## src/rtl/fifo_uart_tx.sv

```systemverilog
// UART transmitter fed by an upstream FIFO with registered read data.
// Frames are start bit, WIDTH data bits LSB-first, optional parity bit and stop bit(s).
module fifo_uart_tx #(
    parameter int unsigned WIDTH        = 8,
    parameter int unsigned CLKS_PER_BIT = 16,
    parameter int unsigned PARITY       = 0,
    parameter int unsigned STOP_BITS    = 1
) (
    input  logic             clk,
    input  logic             nrst,
    input  logic             tx_en,
    input  logic             fifo_valid,
    input  logic [WIDTH-1:0] fifo_data,
    output logic             fifo_rd_en,
    output logic             tx,
    output logic             busy,
    output logic             frame_done
);

    localparam int unsigned BAUD_W = $clog2(CLKS_PER_BIT);
    localparam int unsigned IDX_W  = $clog2(WIDTH);

    localparam logic [BAUD_W-1:0] BAUD_LAST = BAUD_W'(CLKS_PER_BIT - 1);
    localparam logic [IDX_W-1:0]  IDX_LAST  = IDX_W'(WIDTH - 1);
    localparam logic              STOP_LAST = 1'(STOP_BITS - 1);
    localparam logic              HAS_PAR   = 1'(PARITY != 0);
    localparam logic              ODD_PAR   = 1'(PARITY == 2);

    typedef enum logic [2:0] {
        S_IDLE,
        S_REQ,
        S_LOAD,
        S_START,
        S_DATA,
        S_PARITY,
        S_STOP
    } state_e;

    state_e            state_q, state_d;
    logic [BAUD_W-1:0] baud_q, baud_d;
    logic [IDX_W-1:0]  idx_q, idx_d;
    logic              stop_q, stop_d;
    logic [WIDTH-1:0]  shift_q, shift_d;
    logic              par_q, par_d;
    logic              tx_q, tx_d;
    logic              busy_q, busy_d;
    logic              frame_done_q, frame_done_d;
    logic              baud_end;
    logic              fetch_ok;

    // Next-state and counter logic; the baud counter restarts on every bit boundary.
    always_comb begin
        state_d  = state_q;
        baud_d   = baud_q;
        idx_d    = idx_q;
        stop_d   = stop_q;
        shift_d  = shift_q;
        par_d    = par_q;
        baud_end = (baud_q == BAUD_LAST);
        fetch_ok = tx_en && fifo_valid;

        unique case (state_q)
            S_IDLE: begin
                if (fetch_ok) begin
                    state_d = S_REQ;
                end
            end
            S_REQ: begin
                state_d = S_LOAD;
            end
            S_LOAD: begin
                shift_d = fifo_data;
                par_d   = (^fifo_data) ^ ODD_PAR;
                baud_d  = '0;
                idx_d   = '0;
                stop_d  = 1'b0;
                state_d = S_START;
            end
            S_START: begin
                baud_d = baud_end ? '0 : baud_q + 1'b1;
                if (baud_end) begin
                    state_d = S_DATA;
                end
            end
            S_DATA: begin
                baud_d = baud_end ? '0 : baud_q + 1'b1;
                if (baud_end) begin
                    if (idx_q == IDX_LAST) begin
                        idx_d   = '0;
                        state_d = HAS_PAR ? S_PARITY : S_STOP;
                    end else begin
                        idx_d   = idx_q + 1'b1;
                        shift_d = shift_q >> 1;
                    end
                end
            end
            S_PARITY: begin
                baud_d = baud_end ? '0 : baud_q + 1'b1;
                if (baud_end) begin
                    state_d = S_STOP;
                end
            end
            S_STOP: begin
                baud_d = baud_end ? '0 : baud_q + 1'b1;
                if (baud_end) begin
                    if (stop_q == STOP_LAST) begin
                        stop_d  = 1'b0;
                        state_d = fetch_ok ? S_REQ : S_IDLE;
                    end else begin
                        stop_d = 1'b1;
                    end
                end
            end
            default: begin
                state_d = S_IDLE;
            end
        endcase
    end

    // Output values are derived from the next state so the registered outputs line up with state_q.
    always_comb begin
        tx_d         = 1'b1;
        busy_d       = (state_d != S_IDLE);
        frame_done_d = (state_d == S_STOP) && (baud_d == BAUD_LAST) && (stop_d == STOP_LAST);

        case (state_d)
            S_START:  tx_d = 1'b0;
            S_DATA:   tx_d = shift_d[0];
            S_PARITY: tx_d = par_d;
            default:  tx_d = 1'b1;
        endcase
    end

    always_ff @(posedge clk or negedge nrst) begin
        if (!nrst) begin
            state_q      <= S_IDLE;
            baud_q       <= '0;
            idx_q        <= '0;
            stop_q       <= 1'b0;
            shift_q      <= '0;
            par_q        <= 1'b0;
            tx_q         <= 1'b1;
            busy_q       <= 1'b0;
            frame_done_q <= 1'b0;
        end else begin
            state_q      <= state_d;
            baud_q       <= baud_d;
            idx_q        <= idx_d;
            stop_q       <= stop_d;
            shift_q      <= shift_d;
            par_q        <= par_d;
            tx_q         <= tx_d;
            busy_q       <= busy_d;
            frame_done_q <= frame_done_d;
        end
    end

    // Read strobe is a pure decode of the registered state.
    assign fifo_rd_en = (state_q == S_REQ);
    assign tx         = tx_q;
    assign busy       = busy_q;
    assign frame_done = frame_done_q;

endmodule

```

## config.mk

```make
export PLATFORM = sky130hd
export DESIGN_NAME = fifo_uart_tx
export DESIGN_NICKNAME = d
export VERILOG_FILES = /design/src/rtl/fifo_uart_tx.sv
export SDC_FILE = /design/constraint.sdc
export NUM_CORES = 1
export LEC_CHECK = 0
export CORE_UTILIZATION = 52
export CTS_BUF_LIST = sky130_fd_sc_hd__clkbuf_8
export CTS_CLUSTER_DIAMETER = 40
export DETAILED_ROUTE_END_ITERATION = 6
export GPL_TIMING_DRIVEN = 0
export PLACE_DENSITY = 0.78
export SYNTH_ARGS = -nofsm -noshare
export SYNTH_HDL_FRONTEND = slang
export SYNTH_SLANG_ARGS = --single-unit
```

## constraint.sdc

```tcl
create_clock -name clk -period 1.9 [get_ports clk]
set_input_delay 0.38 -clock clk [delete_from_list [all_inputs] [get_ports clk]]
set_output_delay 0.38 -clock clk [all_outputs]
set_load 0.01 [all_outputs]
```

### Yosys cells after proc, flatten, opt, wreduce, memory -nomap -nowiden

Index checks and enable logic that the tools add are counted.

| word-level totals | value |
|---|---|
| input port bits | 12 |
| register bits after elaboration | 23 |

| cells by class | value |
|---|---|
| $add $sub $neg | 2 |
| bitwise logic cells | 1 |
| reductions and logical operators | 10 |
| eq/ne operators | 15 |
| muxes and demuxes | 22 |

Operators by type and width:

| operator | count |
|---|---|
| $mux W3 | 9 |
| $eq A3 B3 Y1 const B | 7 |
| $pmux W3 S7 | 1 |
| $mux W8 | 2 |
| $pmux W8 S2 | 1 |
| $eq A3 B2 Y1 const B | 3 |
| $eq A4 B4 Y1 const B | 2 |
| $pmux W4 S2 | 1 |
| $reduce_xor A8 Y1 | 1 |
| $pmux W3 S2 | 1 |
| $add A4 B1 Y4 const B | 1 |
| $mux W1 | 4 |
| $mux W4 | 1 |
| $ne A2 B2 Y1 const B | 2 |
| $reduce_or A4 Y1 | 1 |
| $add A3 B1 Y3 const B | 1 |
| $eq A3 B1 Y1 const B | 1 |
| $logic_and A1 B1 Y1 | 3 |
| $logic_not A3 Y1 | 1 |
| $pmux W1 S3 | 1 |
| $reduce_and A3 Y1 | 1 |
| $reduce_bool A3 Y1 | 1 |
| $pmux W1 S2 | 1 |
| $reduce_and A2 Y1 | 1 |
| other kinds (2) | 2 |

### Longest topological paths before layout

| logic depth | value |
|---|---|
| depth in word-level cells | 8 |
| gate-level depth with buffers | 8 |

### Least setup slack after synthesis

No wires, ideal clock.

| timing path | value |
|---|---|
| path type | register -> register |
| start point | reg idx_q[0] |
| end point | reg tx_q (netlist: tx) |
| setup slack | 0.083 ns |
| period minus slack after synthesis | 1.817 ns |
| data required time | 1.817 ns |
| buffers on the path | 1 |
| arrival | 1.734 ns |
| stages on the path, launching flop included | 9 |
| cell sequence | dfrtp_1 ha_1 ha_1 nor2_2 and3_1 buf_6 nor2_2 a21o_1 a221o_1 |

| between the ends | value |
|---|---|
| elaborated cells on any way between the ends | 11 |

RTL lines:

| element | line | source |
|---|---|---|
| from (decl) | 41 | `logic [IDX_W-1:0] idx_q, idx_d;` |
| from (signal assigned) | 148 | `idx_q <= idx_d;` |
| $eq A3 B3 Y1 | 88 | `if (idx_q == IDX_LAST) begin` |
| $mux W8 | 88 |  |
| $mux W8 | 87 | `if (baud_end) begin` |
| $pmux W8 S2 | 62 | `unique case (state_q)` |
| named net shift_d[0] | 43 | `logic [WIDTH-1:0] shift_q, shift_d;` |
| $pmux W1 S3 | 126 | `case (state_d)` |
| named net tx_d | 45 | `logic tx_q, tx_d;` |
| to (signal assigned) | 152 | `tx_q <= tx_d;` |
| to (decl) | 45 |  |

The timed path passes the listed nets, and every way through them passes these cells. The select of a mux whose other input is x is not followed.
A chain may end at the register's enable or synchronous reset.

### Worst setup path in the final report

| timing path | value |
|---|---|
| start point | reg baud_q[1] |
| end point | reg tx_q (netlist: tx) |

| between the ends | value |
|---|---|
| elaborated cells on any way between the ends | 12 |

RTL lines:

| element | line | source |
|---|---|---|
| from (decl) | 40 | `logic [BAUD_W-1:0] baud_q, baud_d;` |
| from (signal assigned) | 147 | `baud_q <= baud_d;` |
| $eq A4 B4 Y1 | 59 | `baud_end = (baud_q == BAUD_LAST);` |
| $mux W8 | 87 |  |
| $pmux W8 S2 | 62 |  |
| named net shift_d[0] | 43 |  |
| $pmux W1 S3 | 126 |  |
| named net tx_d | 45 |  |

The timed path passes the listed nets, and every way through them passes these cells. The select of a mux whose other input is x is not followed.

==> metrics.md <==
| Metric | Value |
|---|---|
| Core Footprint | `2455 um^2` |
| Setup TNS | `0 ns` |
| Initial Util | `54.59%` |
| Syn Inst Count | `145` |
| Final setup fails | `0` |
| Syn Nets | `160` |
| Most common flop cell mapped by yosys | `dfrtp_1` |
| Post-synthesis average cell area | `9.242 um^2` |
| P_leak | `0.7299 nW` |
| Seq/Total Area, Yosys | `43.04%` |
| Max Clock Freq | `0.5442 GHz` |
| Kind of critical path | `reg2reg` |
| Total vias in the final route | `1192` |
| Hold Buf Count CTS | `0` |
| Area Overhead vs Synth | `20.73%` |
| Share of cells above drive strength 1 | `16.27%` |
| Pin count of the biggest net entering global routing | `24` |
| Synth top area share | `41.08%` |
| Least-Margin Pin Slew | `1.001 ns` |
| 1st-iter DRT viols | `22` |
| Clk root buf | `clkbuf_8` |
| Hold Fails Final Rpt | `0` |
| Num rows | `18` |
| Vert. Die Dim | `52.77 um` |
| Peak supply drop | `0.4891 mV` |
| CP Data Arrival Time | `2.03 ns` |
| GP Congestion | `0.8137` |
| CP endpoint kind | `flip-flop` |
| Initial antenna violation count | `0` |
| Clk buf depth | `2` |
| Yosys warnings | `0` |
| Post-layout nets | `182` |
| Global-route wire length before repair | `4836 um` |
| Worst Skew | `0.0009137 ns` |
| Antenna Cells | `0` |
| Outcome | `complete, no violations` |
| Max Cap Viol | `0` |
| Num CTS Buffers | `3` |
| Min-delay worst type | `reg2reg` |
| Max-slew violations | `0` |
| Total grt overflow | `0` |
| Clock sinks | `23` |
| Vias/cell | `6.082` |
| Clock Pin Slew Worst Setup and Hold Paths | `0.08 ns` |
| Synth cell types | `43` |
| IO Port Bufs | `15` |
| Final WL | `2888 um` |
| DP Worst Slack | `-0.1058 ns` |
| Ranking of synthesized cells by area | `dfrtp_1 (41%), nand2_1 (5.6%), xnor2_1 (4.6%), o21ai_0 (4.1%), a22oi_1 (3.4%)` |
| Pwr dens | `557.8 nW/um^2` |
| H-tree levels | `1` |
| DRT Pass-1 Iters | `4` |
| # IOs | `16` |
| Fin crit share | `96.71%` |
| Die ar. | `2784 um^2` |
| # DRC | `0` |
| Fin Hold WS | `0.4875 ns` |
| Filler Cells Inserted | `195` |
| R2R cell count | `7` |
| Gr usage total | `24.17%` |
| Slew HR | `33.06%` |
| Hold Crit Start | `idx_q[0]` |
| RR Startpoint | `baud_q[1]` |
| Final Util | `65.90%` |
| RSZ-0062 raised after global routing | `no` |
| Synth Register Bits | `23` |
| Reg-to-reg slack, setup | `0.06 ns` |
| Fin worst setup slack | `0.06246 ns` |
| Final ANT Viol Nets | `0` |
| WL/cell | `14.73 um` |
| Critical path fanouts, max | `8` |
| Synthesized area | `1340 um^2` |
| Crit path required time | `2.10 ns` |
| RR Endpoint | `tx` |
| Worst Setup Start Kind | `flip-flop` |
| Min Tclk post-route | `1.838 ns` |
| Design area | `1618 um^2` |
| Commonest cells after routing, fill and taps aside | `nand2_1 (20), dfrtp_1 (20), clkdlybuf4s50_1 (14), o21ai_0 (11), nor2_1 (9)` |
| Hold Path Sink | `idx_q[0]` |
| Number of synthesized flops with an enable pin | `0` |
| Die W | `52.77 um` |
| Cell taking the most area after synthesis | `dfrtp_1` |
| Cell Area, Placed | `1528 um^2` |
| Ys async rst share | `100.0%` |
| Vias in the first global route | `1066` |
| TritonCTS clock tree | `yes` |
| Clock Latency Late Sink | `0.26 ns` |
| DP HPWL | `2098 um` |
| Hold depth | `1` |
registers in the layout, indices dropped and copies added, names as in the netlist:
register and cells:
frame_done 1, shift_q 8, stop_q 1, par_q 1
tx 1, state_q 3, baud_q 4, idx_q 3
busy 1
metal layers:
metal | global-route usage, % | part of all wire [%] | wire length, um | up-vias
met1 | 33.69 | 46 | 1342 | 589
met5 | 0 | 0 | 0 | -
met4 | 9.211 | 1.2 | 34 | 0
met2 | 37.55 | 49 | 1408 | 25
met3 | 3.188 | 3.6 | 104 | 5
li1 | - | - | - | 573
cell families (layout without fill, tap and decap cells):
group                    after synthesis  count (layout)  share of synthesized area, %
AO/OA/AOI/OAI                         40              40                         19.98
XOR/XNOR                               7               7                         4.575
adder cells (fa/ha/maj)                3               3                         2.801
buffers and inverters                 10              31                         4.575
flip-flops                            23              23                         43.04
multiplexers                           2               2                         1.494
AND/OR/NAND/NOR                       60              60                         23.53
timing repair:
item | 4_1_cts | 5_1_grt
pin swaps | 1 | 2
resized for setup | 7 | 7
buffers inserted | 2 | 0
endpoints found under the setup margin | 4 | 4
synthesized netlist by cell type (3+ instances only):
| cell | number |
|---|---|
| and3_1 | 3 |
| nor2_1 | 9 |
| o21ai_0 | 11 |
| xnor2_1 | 7 |
| dfrtp_1 | 22 |
| nand3b_1 | 3 |
| nand2_1 | 20 |
| buf_2 | 4 |
| nand2b_1 | 3 |
| nand3_1 | 5 |
| a22oi_1 | 6 |
| nor3_1 | 4 |
| a21oi_1 | 8 |
| ha_1 | 3 |
worst max-delay path: stages, from the launching register on:
cell and delay (ns):
dfrtp_2 0.45, ha_4 0.19, and3_1 0.20, and3_1 0.16
buf_6 0.13, a22o_1 0.18, a21o_1 0.17, a221o_1 0.28
how the worst max path moves through the flow:
stage                from         end  slack (ns)  depth (start not counted)
2_1_floorplan    idx_q[0]          tx        0.08                          8
3_3_place_gp   state_q[0]  fifo_rd_en        -0.1                          4
3_5_place_dp   state_q[0]  fifo_rd_en       -0.11                          4
4_1_cts         baud_q[1]        busy       0.008                          7
5_1_grt         baud_q[1]  frame_done       0.003                          7
6_report        baud_q[1]          tx        0.06                          7
area by class of cell:
class | instances | area [um^2] | area share (%)
Buffer | 9 | 63.81 | 3.944
Tap cell | 30 | 37.54 | 2.320
Sequential cell | 23 | 579.3 | 35.81
Clock inverter | 1 | 3.754 | 0.2320
Inverter | 1 | 3.754 | 0.2320
Clock buffer | 3 | 41.29 | 2.552
Timing Repair Buffer | 17 | 160.2 | 9.899
Multi-Input combinational cell | 112 | 728.2 | 45.01
metrics by stage:
| step | total power [mW] | std cells |
|---|---|---|
| floorplan | 0.5645 | 145 |
| global placement | 0.6081 | 190 |
| detailed placement | 0.6138 | 190 |
| CTS | 0.9083 | 196 |
| global route | 0.9392 | 196 |
| finish | 0.9024 | 196 |
where the power goes:
part           internal (mW)  switching [mW]
sequential             0.507         0.00658
clock                  0.144           0.154
combinational         0.0482          0.0420
No activity file was read; power rests on OpenSTA's default activity.
